<file path="src/rtl/fft_frame_loader.sv">
// rtl/fft_frame_loader.sv - streaming-to-frame ping-pong loader in front of fft_np
//
// Collects N samples from a valid/ready stream into one of two banks and
// presents each full bank as a parallel N*DATA_WIDTH frame with valid/ready.
//
// Ports:
//   clk              clock
//   arst_n           asynchronous active-low reset
//   src_data_in      input sample (DATA_WIDTH)
//   src_valid_in     sample valid
//   src_ready_out    loader can accept a sample (registered)
//   flush_in         1-cycle pulse: zero-pad and close the partial frame
//   frame_data_out   slot k = [k*DATA_WIDTH +: DATA_WIDTH]
//   frame_valid_out  frame_data_out holds a complete frame (registered)
//   frame_ready_in   consumer takes the frame
//
// Build option: FFT_LOADER_BITREV_EN stores arrival index i in slot
// bitrev(i, log2 N); undefined stores it in slot i.

module fft_frame_loader #(
  parameter int DATA_WIDTH = 16,
  parameter int N          = 8
) (
  input  logic                    clk,
  input  logic                    arst_n,
  input  logic [DATA_WIDTH-1:0]   src_data_in,
  input  logic                    src_valid_in,
  output logic                    src_ready_out,
  input  logic                    flush_in,
  output logic [N*DATA_WIDTH-1:0] frame_data_out,
  output logic                    frame_valid_out,
  input  logic                    frame_ready_in
);

  localparam int AW = $clog2(N);

  typedef enum logic [1:0] {
    EMPTY   = 2'd0,
    FILLING = 2'd1,
    FULL    = 2'd2
  } bank_state_t;

  bank_state_t           bank_st [2];
  logic                  wr_sel;
  logic                  rd_sel;
  logic [AW-1:0]         wr_cnt;
  logic [DATA_WIDTH-1:0] mem [2][N];

  bank_state_t   st_n [2];
  logic          wr_sel_n;
  logic          rd_sel_n;
  logic [AW-1:0] wr_cnt_n;
  logic          accept;
  logic          handshake;
  logic          last_accept;
  logic          do_flush;
  logic          close_bank;
  logic [AW:0]   fill_level;

  // Arrival index -> storage slot.
  function automatic logic [AW-1:0] slot_of(input logic [AW-1:0] idx);
`ifdef FFT_LOADER_BITREV_EN
    logic [AW-1:0] r;
    for (int b = 0; b < AW; b++) r[b] = idx[AW-1-b];
    return r;
`else
    return idx;
`endif
  endfunction

  always_comb begin
    accept      = src_valid_in & src_ready_out;
    handshake   = frame_valid_out & frame_ready_in;
    last_accept = accept && (wr_cnt == AW'(N-1));
    // Samples in the bank once this cycle's accept lands; flush pads from here.
    fill_level  = {1'b0, wr_cnt} + {{AW{1'b0}}, accept};
    // An Nth accept already closes the bank; a flush on an empty bank (which
    // includes the both-banks-full case, where wr_cnt is 0) does nothing.
    do_flush    = flush_in && !last_accept && (fill_level != '0);
    close_bank  = last_accept | do_flush;

    st_n[0] = bank_st[0];
    st_n[1] = bank_st[1];
    // A handshaken bank is always FULL and the write bank never is, so the
    // release and the write-side update never target the same bank.
    if (handshake) st_n[rd_sel] = EMPTY;
    if (accept && bank_st[wr_sel] == EMPTY) st_n[wr_sel] = FILLING;
    if (close_bank) st_n[wr_sel] = FULL;

    rd_sel_n = rd_sel ^ handshake;
    wr_sel_n = wr_sel ^ close_bank;
    if (close_bank)  wr_cnt_n = '0;
    else if (accept) wr_cnt_n = wr_cnt + 1'b1;
    else             wr_cnt_n = wr_cnt;
  end

  always_ff @(posedge clk or negedge arst_n) begin
    if (!arst_n) begin
      bank_st[0]      <= EMPTY;
      bank_st[1]      <= EMPTY;
      wr_sel          <= 1'b0;
      rd_sel          <= 1'b0;
      wr_cnt          <= '0;
      src_ready_out   <= 1'b0;
      frame_valid_out <= 1'b0;
    end else begin
      bank_st[0]      <= st_n[0];
      bank_st[1]      <= st_n[1];
      wr_sel          <= wr_sel_n;
      rd_sel          <= rd_sel_n;
      wr_cnt          <= wr_cnt_n;
      src_ready_out   <= (st_n[wr_sel_n] != FULL);
      frame_valid_out <= (st_n[rd_sel_n] == FULL);
    end
  end

  // Sample storage: the accepted sample and flush padding of later indices.
  always_ff @(posedge clk or negedge arst_n) begin
    if (!arst_n) begin
      for (int b = 0; b < 2; b++)
        for (int k = 0; k < N; k++)
          mem[b][k] <= '0;
    end else begin
      for (int i = 0; i < N; i++) begin
        if (accept && wr_cnt == AW'(i))
          mem[wr_sel][slot_of(AW'(i))] <= src_data_in;
        else if (do_flush && (AW+1)'(i) >= fill_level)
          mem[wr_sel][slot_of(AW'(i))] <= '0;
      end
    end
  end

  always_comb begin
    frame_data_out = '0;
    for (int k = 0; k < N; k++)
      frame_data_out[k*DATA_WIDTH +: DATA_WIDTH] = mem[rd_sel][k];
  end

endmodule
</file>
<file path="config.mk">
export PLATFORM = sky130hd
export DESIGN_NAME = fft_frame_loader
export DESIGN_NICKNAME = d
export VERILOG_FILES = /design/src/rtl/fft_frame_loader.sv
export SDC_FILE = /design/constraint.sdc
export NUM_CORES = 1
export LEC_CHECK = 0
export BUFFER_PORTS_ARGS = -buffer_cell sky130_fd_sc_hd__buf_2
export CAP_MARGIN = 20
export CORE_ASPECT_RATIO = 0.8
export CORE_MARGIN = 3
export CORE_UTILIZATION = 45
export DETAILED_ROUTE_END_ITERATION = 8
export HOLD_SLACK_MARGIN = 0.02
export SLEW_MARGIN = 15
export SYNTH_ARGS = -nofsm -noshare
export SYNTH_HDL_FRONTEND = slang
export SYNTH_SLANG_ARGS = --single-unit
</file>
<file path="constraint.sdc">
create_clock -name clk -period 5 [get_ports clk]
set_input_delay 0 -clock clk [delete_from_list [all_inputs] [get_ports clk]]
set_output_delay 0 -clock clk [all_outputs]
set_load 0.005 [all_outputs]
</file>
-- Word level (Yosys, flattened, before mapping)
Index checks and enable logic that the tools add are counted.
- reductions and logical operators: 26
- bitwise logic cells: 33
- mux-type cells: 61
- add/subtract/negate cells: 2
- equal/unequal tests: 9
- $lt $le $gt $ge: 14
- operators with widths (kind ; count):
    $mux W256 ; 16
    $and A256 B256 Y256 ; 8
    $bwmux W256 ; 8
    $not A256 Y256 ; 8
    $demux W128 S1 ; 8
    $mux W128 ; 4
    $mux W112 ; 1
    $mux W96 ; 1
    $mux W80 ; 1
    $mux W64 ; 1
    $mux W48 ; 1
    $mux W32 ; 1
    $mux W2 ; 11
    $logic_and A1 B1 Y1 ; 21
    $ge A3 B4 Y1 const A ; 4
    $mux W16 ; 1
    $eq A3 B3 Y1 const B ; 4
    $mux W4 ; 3
    $ge A1 B4 Y1 const A ; 2
    $ge A2 B2 Y1 const B ; 4
    $ge A2 B4 Y1 const A ; 2
    $not A1 Y2 ; 4
    $eq A3 B2 Y1 const B ; 2
    $mux W3 ; 2
    20 further kinds ; 27
- input bits: 21
- register bits after elaboration: 267
- word-level logic and storage cells: 168

-- Depth between registers and ports, before layout
Gate-level depths: netlist (run 1).
- depth after elaboration: 30
- depth in mapped cells: 12
- gate-level depth less buffers: 9

-- Least setup slack after synthesis (run 1)
Ideal clock, no wire load.
- kind: reg2reg
- from: reg src_ready_out
- to: reg mem[129] in the netlist's numbering
- arrival: 2.496 ns
- setup slack: 2.437 ns
- required time: 4.934 ns
- stages on the path, launching flop included: 12
- setup time: 0.066 ns
- cells stage by stage: dfrtp_1 -> nand2_2 -> inv_1 -> buf_2 -> ha_1 -> ha_1 -> buf_2 -> o32ai_4 -> nor2_1 -> o21bai_1 -> buf_2 -> a22o_1
- cells in the longest elaborated chain, start to end: 29
- elaborated cells on any way between the ends: 60
- classes of those cells: add/sub: 1; order compare: 8; mux: 23; bitwise: 8; reduce/logical: 20
- ends and longest elaborated chain (item ; RTL line ; source):
    start, declared ; 28 ; output logic src_ready_out,
    start signal, assigned ; 112 ; src_ready_out <= (st_n[wr_sel_n] != FULL);
    $and A1 B1 Y1 * ; 72 ; accept = src_valid_in & src_ready_out;
    parallel branches: the longest is 27 deep, another holds $add A3 B1 Y4 ; - ;
    $mux W256 * ; 125 ; if (accept && wr_cnt == AW'(i))
    end signal, assigned by index ; 126 ; mem[wr_sel][slot_of(AW'(i))] <= src_data_in;
    end, declared ; 47 ; logic [DATA_WIDTH-1:0] mem [2][N];
Mark *: on every way between the ends.
A chain may end at the register's enable or synchronous reset.

-- Final worst setup path (run 1)
- from: reg src_ready_out
- to: reg mem[148] in the netlist's numbering
Same word-level chain as after synthesis.

==> results.cfg, run 1 <==
[outcome]
run_status = completed

[drt]
drc = 0
detailedRoute.firstIterationViolations = 614
route.antenna.remaining_nets = 0
detail_route.vias_per_cell = 5.736
drtPass1Iterations = 5
detail_route.wl_per_cell_um = 22.93
finalWirelength_um = 32280
vias = 8076

[cts]
cts_sinks = 267
h-tree-depth = 1
clock_tree.root_cell = sky130_fd_sc_hd__clkbuf_16
cts_inserted_buffers = 27
clock_insertion_delay_at_the_later_pin_of_the_skew_report_ns = 0.54
worst_setup_hold_path_clk_slew_ns = 0.07
cts-root-to-sink-buffers = 3
tritoncts = yes

[sta]
setup_repair_after_global_routing_missed_its_margin = false
finalSetupViolations = 0
clock_period_minus_worst_slack_ns = 2.989
final_min_period_over_clock_period_pct = 59.77
tightest_slew_ns = 1.002
hold_viol = 0
setup-tns-final_ns = 0
slew_headroom_pct = 33.21
timing.hold.ws_ns = 0.03737
total_count_of_max_transition_violations_in_the_final_report = 0
fin_worst_skew_ns = 0.02637
achievable-frequency_ghz = 0.3346

[floorplan]
floorplan.initialDensity_pct = 46.06
placement_rows = 52
die_x_um = 186.4
floorplan.die_area_mm2 = 0.02802
ioPinCount = 151
die_height_um = 150.3
core_mm2 = 0.02544

[global_routing]
grt_util_all_layers_pct = 22.78
gr-total-overflow = 0
antenna_violations_before_repair = 0
via_count_of_the_first_global_routing_pass = 8089
grt_max_degree = 128
wire_length_of_the_first_global_routing_pass_um = 49910

[placed_design]
placedInstanceArea_mm2 = 0.01268
io_buffers = 150
place_congestion = 0.7742
hpwlAfterDp_um = 19440

[synth]
sequential_to_total_area_share_from_yosys_stat_pct = 57.03
post_synth.cell_area_avg_um2 = 12.85
yosys.cell_types.count = 39
yosysTopAreaCell = sky130_fd_sc_hd__dfrtp_1
synthDominantCellAreaShare_pct = 57.03
synth_cells = 912
yosys-top-cells-area = sky130_fd_sc_hd__dfrtp_1 (57%), sky130_fd_sc_hd__mux2_2 (15%), sky130_fd_sc_hd__a22o_1 (13%)
synth-seq-cells = 267
proportion_of_synthesized_flip_flops_having_asynchronous_set_or_reset_pct = 100.0
synth_most_common_cell = sky130_fd_sc_hd__dfrtp_1
synth_enable_flop_cells = 0
synth_area_mm2 = 0.01172
ys_dominant_reg_cell = sky130_fd_sc_hd__dfrtp_1
synthesis.yosys.warnings = 0
synth_top_cells_by_count = sky130_fd_sc_hd__dfrtp_1 (267), sky130_fd_sc_hd__a22o_1 (179), sky130_fd_sc_hd__mux2_2 (160)
syn_nets = 941

[finish]
finalNetCount = 1070
post-route-util_pct = 54.33
n_antenna_cell = 0
area.growth.synth_to_final_pct = 17.97
fraction_of_layout_instances_using_a_drive_strength_above_1_pct = 37.75
stdcell_area_mm2 = 0.01382
filler_cell_count = 2170

[critical_path]
critPathLaunchType = flip-flop
timing_worst_setup_path_type = reg2reg
data_required_critical_path_ns = 5.46
rr_startpoint = src_ready_out$_DFF_PN0_
critical_path_arrival_ns = 3.45
critPathCaptureType = flip-flop
worst_setup_path_startpoint = src_ready_out$_DFF_PN0_
worst-r2r-setup-slack_ns = 2.01
worst-path-max-fanout = 16

[pwr]
power_per_cell_area_mw_per_mm2 = 541.8
vdd_ir_drop_max_mv = 0.3133
total_power_w = 0.007489
p_leak_nw = 6.895

[hold_path]
holdCritPathClass = in2async

[job]
cap_violations = 0
-- flip-flops by register name, indices dropped and copies added, names as in the netlist --
register,count
mem,256
bank_st,4
wr_cnt,3
frame_valid_out,1
rd_sel,1
src_ready_out,1
wr_sel,1
-- repair_timing --
item	in CTS	in global routing
endpoints found under the hold margin	159	0
endpoints found under the setup margin	0	0
buffers inserted	0	0
gates resized for setup	0	0
hold buffers	21	0
-- metrics by stage --
| step | setup WS [ns] | instances |
|---|---|---|
| global placement | 1.987 | 1342 |
| floorplan | 2.437 | 912 |
| detailed placement | 1.952 | 1342 |
| finish | 2.011 | 1408 |
| CTS | 1.912 | 1408 |
| global route | 1.863 | 1408 |
-- layout by cell type, fill, tap and decap left out, types with 6 or more instances in the layout --
cell,instances
sky130_fd_sc_hd__buf_4,13
sky130_fd_sc_hd__nor3_1,7
sky130_fd_sc_hd__nor2_1,12
sky130_fd_sc_hd__a21oi_1,37
sky130_fd_sc_hd__ha_1,8
sky130_fd_sc_hd__and2_1,8
sky130_fd_sc_hd__clkbuf_16,27
sky130_fd_sc_hd__dlygate4sd3_1,21
sky130_fd_sc_hd__nand2_1,73
sky130_fd_sc_hd__dfrtp_1,266
sky130_fd_sc_hd__a22o_1,179
sky130_fd_sc_hd__o21ai_0,6
sky130_fd_sc_hd__a22o_2,13
sky130_fd_sc_hd__buf_2,149
sky130_fd_sc_hd__inv_1,6
sky130_fd_sc_hd__mux2_2,160
sky130_fd_sc_hd__and3_1,8
-- report_power, final --
group	switching, W	internal, W	leakage, nW
registers	0.000402	0.00265	3.61
clock network	0.000861	0.00129	0.454
logic	0.00115	0.00114	2.83
-- kinds of logic (layout without fill, tap and decap cells) --
kind of cell             count (synthesis)  after routing  share of synthesized area (%)
AO/OA/AOI/OAI                          253            253                          17.89
multiplexers                           161            161                          15.46
AND/OR/NAND/NOR                        127            127                          5.019
buffers and inverters                   91            236                          3.311
flip-flops                             267            267                          57.03
adder cells (fa/ha/maj)                  8              8                         0.8544
XOR/XNOR                                 5              5                         0.4379
-- metal layers --
layer	vias to the layer above	global-route usage, %	part of all wire (%)
li1	3609	-	-
met1	4160	35.24	49
met2	266	34.33	43
met3	41	3.794	6.1
met4	0	3.967	1.4
met5	-	0	0
-- critical path, stage by stage (launching register included) --
cell                       delay (ns)
sky130_fd_sc_hd__dfrtp_1         0.41
sky130_fd_sc_hd__nand2_2         0.16
sky130_fd_sc_hd__inv_1           0.17
sky130_fd_sc_hd__ha_1            0.24
sky130_fd_sc_hd__ha_1            0.42
sky130_fd_sc_hd__o32ai_4         0.40
sky130_fd_sc_hd__a311oi_2        0.13
sky130_fd_sc_hd__o21bai_2        0.71
sky130_fd_sc_hd__a22o_2          0.26
-- area by class of cell --
cell class | count | area, µm² | area share [%]
clock inverter | 12 | 202.7 | 1.466
inverter | 6 | 22.52 | 0.1629
tap | 351 | 439.2 | 3.177
multi-input combinational | 554 | 4656 | 33.68
sequential | 267 | 6685 | 48.37
clock buffer | 33 | 728.2 | 5.268
timing repair buffer | 185 | 1089 | 7.875
-- final timing paths --
path | endpoint | depth (start not counted)
min in group clk | bank_st[0]$_DFF_PN0_ | 4
worst max-delay path | mem[148]$_DFFE_PN0P_ | 8
worst min-delay path | mem[35]$_DFFE_PN0P_ | 2
worst min register to register | mem[109]$_DFFE_PN0P_ | 1
max in group asynchronous | mem[193]$_DFFE_PN0P_ | 3
worst max register to register | mem[148]$_DFFE_PN0P_ | 8
No activity file was read; power rests on OpenSTA's default activity.
==> run 2, diff against run 1 <==
clock period = 2.8 ns   (was 5 ns; I/O delays follow)
==> results.cfg, run 2 (synthesis results as in run 1) <==
[sta]
setup-tns-final_ns = 0
hold_viol = 0
slew_headroom_pct = 43.97
setup_repair_after_global_routing_missed_its_margin = false
tightest_slew_ns = 0.8404
achievable-frequency_ghz = 0.3759
final_min_period_over_clock_period_pct = 95.01
fin_worst_skew_ns = 0.01722
finalSetupViolations = 0
timing.hold.ws_ns = 0.1492
total_count_of_max_transition_violations_in_the_final_report = 0
clock_period_minus_worst_slack_ns = 2.660

[cts]
cts_sinks = 267
post_cts.repair.setup_buffers = 0
clock_tree.root_cell = sky130_fd_sc_hd__clkbuf_16
cts_inserted_buffers = 27
tritoncts = yes
h-tree-depth = 1
worst_setup_hold_path_clk_slew_ns = 0.06
cts-root-to-sink-buffers = 3
clock_insertion_delay_at_the_later_pin_of_the_skew_report_ns = 0.54

[global_routing]
wire_length_of_the_first_global_routing_pass_um = 50710
via_count_of_the_first_global_routing_pass = 8239
grt_util_all_layers_pct = 23.01
grt_max_degree = 108
antenna_violations_before_repair = 0
gr-total-overflow = 0

[drt]
drc = 0
finalWirelength_um = 32260
drtPass1Iterations = 5
routed-wl-met2_um = 13840
detail_route.wl_per_cell_um = 22.54
topRoutingLayerUsed = met4
detailedRoute.firstIterationViolations = 584
m1WireLength_um = 16140
detailroute.wirelength.met3_um = 1789
detail_route.vias_per_cell = 5.711
vias = 8173
route.antenna.remaining_nets = 0

[critical_path]
timing_worst_setup_path_type = reg2reg
critPathCaptureType = flip-flop
worst-path-max-fanout = 16
cpMaxStageDelayCell = sky130_fd_sc_hd__o21bai_2
most_repeated_library_cell_on_the_critical_path = sky130_fd_sc_hd__ha_1
data_required_critical_path_ns = 3.26
critPathLaunchType = flip-flop
worst_path_largest_cell_delay_ns = 0.66
critical_path.cell_chain = nand2_2 -> inv_1 -> ha_1 -> ha_1 -> o32ai_4 -> a211oi_2 -> o21bai_2 -> a22o_1
critical_path_arrival_ns = 3.12
worst-r2r-setup-slack_ns = 0.14

[finish]
largest_registers = mem (256), bank_st (4), wr_cnt (3)
finalNetCount = 1088
fraction_of_layout_instances_using_a_drive_strength_above_1_pct = 38.80
largest_register_ff_count = 256
final_common_cell = sky130_fd_sc_hd__dfrtp_1
area.growth.synth_to_final_pct = 19.71
regMostFlops = mem
post-route-util_pct = 55.13
n_antenna_cell = 0
mostFrequentLayoutCells = sky130_fd_sc_hd__dfrtp_1 (266), sky130_fd_sc_hd__a22o_1 (179), sky130_fd_sc_hd__mux2_2 (160)

[floorplan]
placement_rows = 52
die_height_um = 150.3
die_x_um = 186.4
floorplan.initialDensity_pct = 46.06
ioPinCount = 151
floorplan.die_area_mm2 = 0.02802
core_mm2 = 0.02544

[pwr]
power.switching_w = 0.004294
seq_power_share_pct = 39.6
comb_power_share_pct = 32.3
vdd_ir_drop_max_mv = 0.6009
cell_internal_power_w = 0.009112
p_leak_nw = 7.022
power_per_cell_area_mw_per_mm2 = 955.8
power.clock.fraction_pct = 28.1
p_sw_share_pct = 32.03

[placed_design]
place_congestion = 0.8265
io_buffers = 150
hpwlAfterDp_um = 19580

[hold_path]
holdCritPathClass = in2async

[outcome]
run_status = completed

[job]
cap_violations = 0
[run 2: cell types whose count changed in the layout (fill, tap and decap cells not counted), moves of 2 or more]
| cell | previous run | this run |
|---|---|---|
| sky130_fd_sc_hd__buf_4 | 13 | 27 |
| sky130_fd_sc_hd__clkbuf_8 | 3 | 11 |
| sky130_fd_sc_hd__inv_6 | 3 | 1 |
| sky130_fd_sc_hd__o21bai_2 | 5 | 3 |
| sky130_fd_sc_hd__buf_12 | 1 | 5 |
| sky130_fd_sc_hd__bufinv_16 | 5 | 2 |
| sky130_fd_sc_hd__clkinv_2 | 2 | 4 |
[run 2: timing repair]
action / CTS / global route
endpoints found under the setup margin: 0 / 19
resized for setup: 0 / 3
hold buffers: 21 / 0
endpoints found under the hold margin: 163 / 0
[run 2: stage by stage]
stage	total power, W	instances	setup WS (ns)	cell area, µm²
detailed placement	0.009667	1360	0.1877	12860
floorplan	0.008094	912	0.2374	11720
CTS	0.01352	1431	0.1561	14010
global route	0.01413	1431	0.0006748	14030
finish	0.01341	1431	0.1397	14030
global placement	0.009609	1359	0.2339	12850
[run 2: area by class of cell]
cell class                      instances  area [µm²]
Clock buffer                           41       838.3
Clock inverter                          9       105.1
Fill cell                            2173       11410
Inverter                                6       22.52
Multi-Input combinational cell        554        4662
Sequential cell                       267        6685
Tap cell                              351       439.2
Timing Repair Buffer                  203        1274
[run 2: metal layers]
| metal | global-route usage [%] | vias to the layer above |
|---|---|---|
| li1 | - | 3657 |
| met1 | 36.26 | 4230 |
| met2 | 33.68 | 250 |
| met3 | 4.120 | 36 |
| met4 | 4.042 | 0 |
| met5 | 0 | - |
[run 2: final timing paths]
| kind | from | endpoint | cells after the start |
|---|---|---|---|
| worst min register to register | mem[6]$_DFFE_PN0P_ | mem[6]$_DFFE_PN0P_ | 1 |
| worst min-delay path | arst_n | mem[37]$_DFFE_PN0P_ | 2 |
| min in group clk | frame_ready_in | bank_st[0]$_DFF_PN0_ | 4 |
| worst max register to register | src_ready_out$_DFF_PN0_ | mem[174]$_DFFE_PN0P_ | 8 |
| max in group asynchronous | arst_n | mem[225]$_DFFE_PN0P_ | 3 |
| worst max-delay path | src_ready_out$_DFF_PN0_ | mem[174]$_DFFE_PN0P_ | 8 |
[run 2: critical path: cells and delay by family (launching register included)]
family | cells | cell delay, ns
compound gates | 4 | 1.43
buf+inv | 1 | 0.05
flops | 1 | 0.41
fa+ha+maj | 2 | 0.61
simple gates | 1 | 0.08
[run 2: power groups by stage]
stage	Combinational [W]	Sequential (W)	Clock [W]
finish	0.00433	0.00531	0.00376
floorplan	0.00299	0.00511	0
global placement	0.00425	0.00536	0
CTS	0.00437	0.00531	0.00384
detailed placement	0.00431	0.00536	0
global route	0.00471	0.00544	0.00398
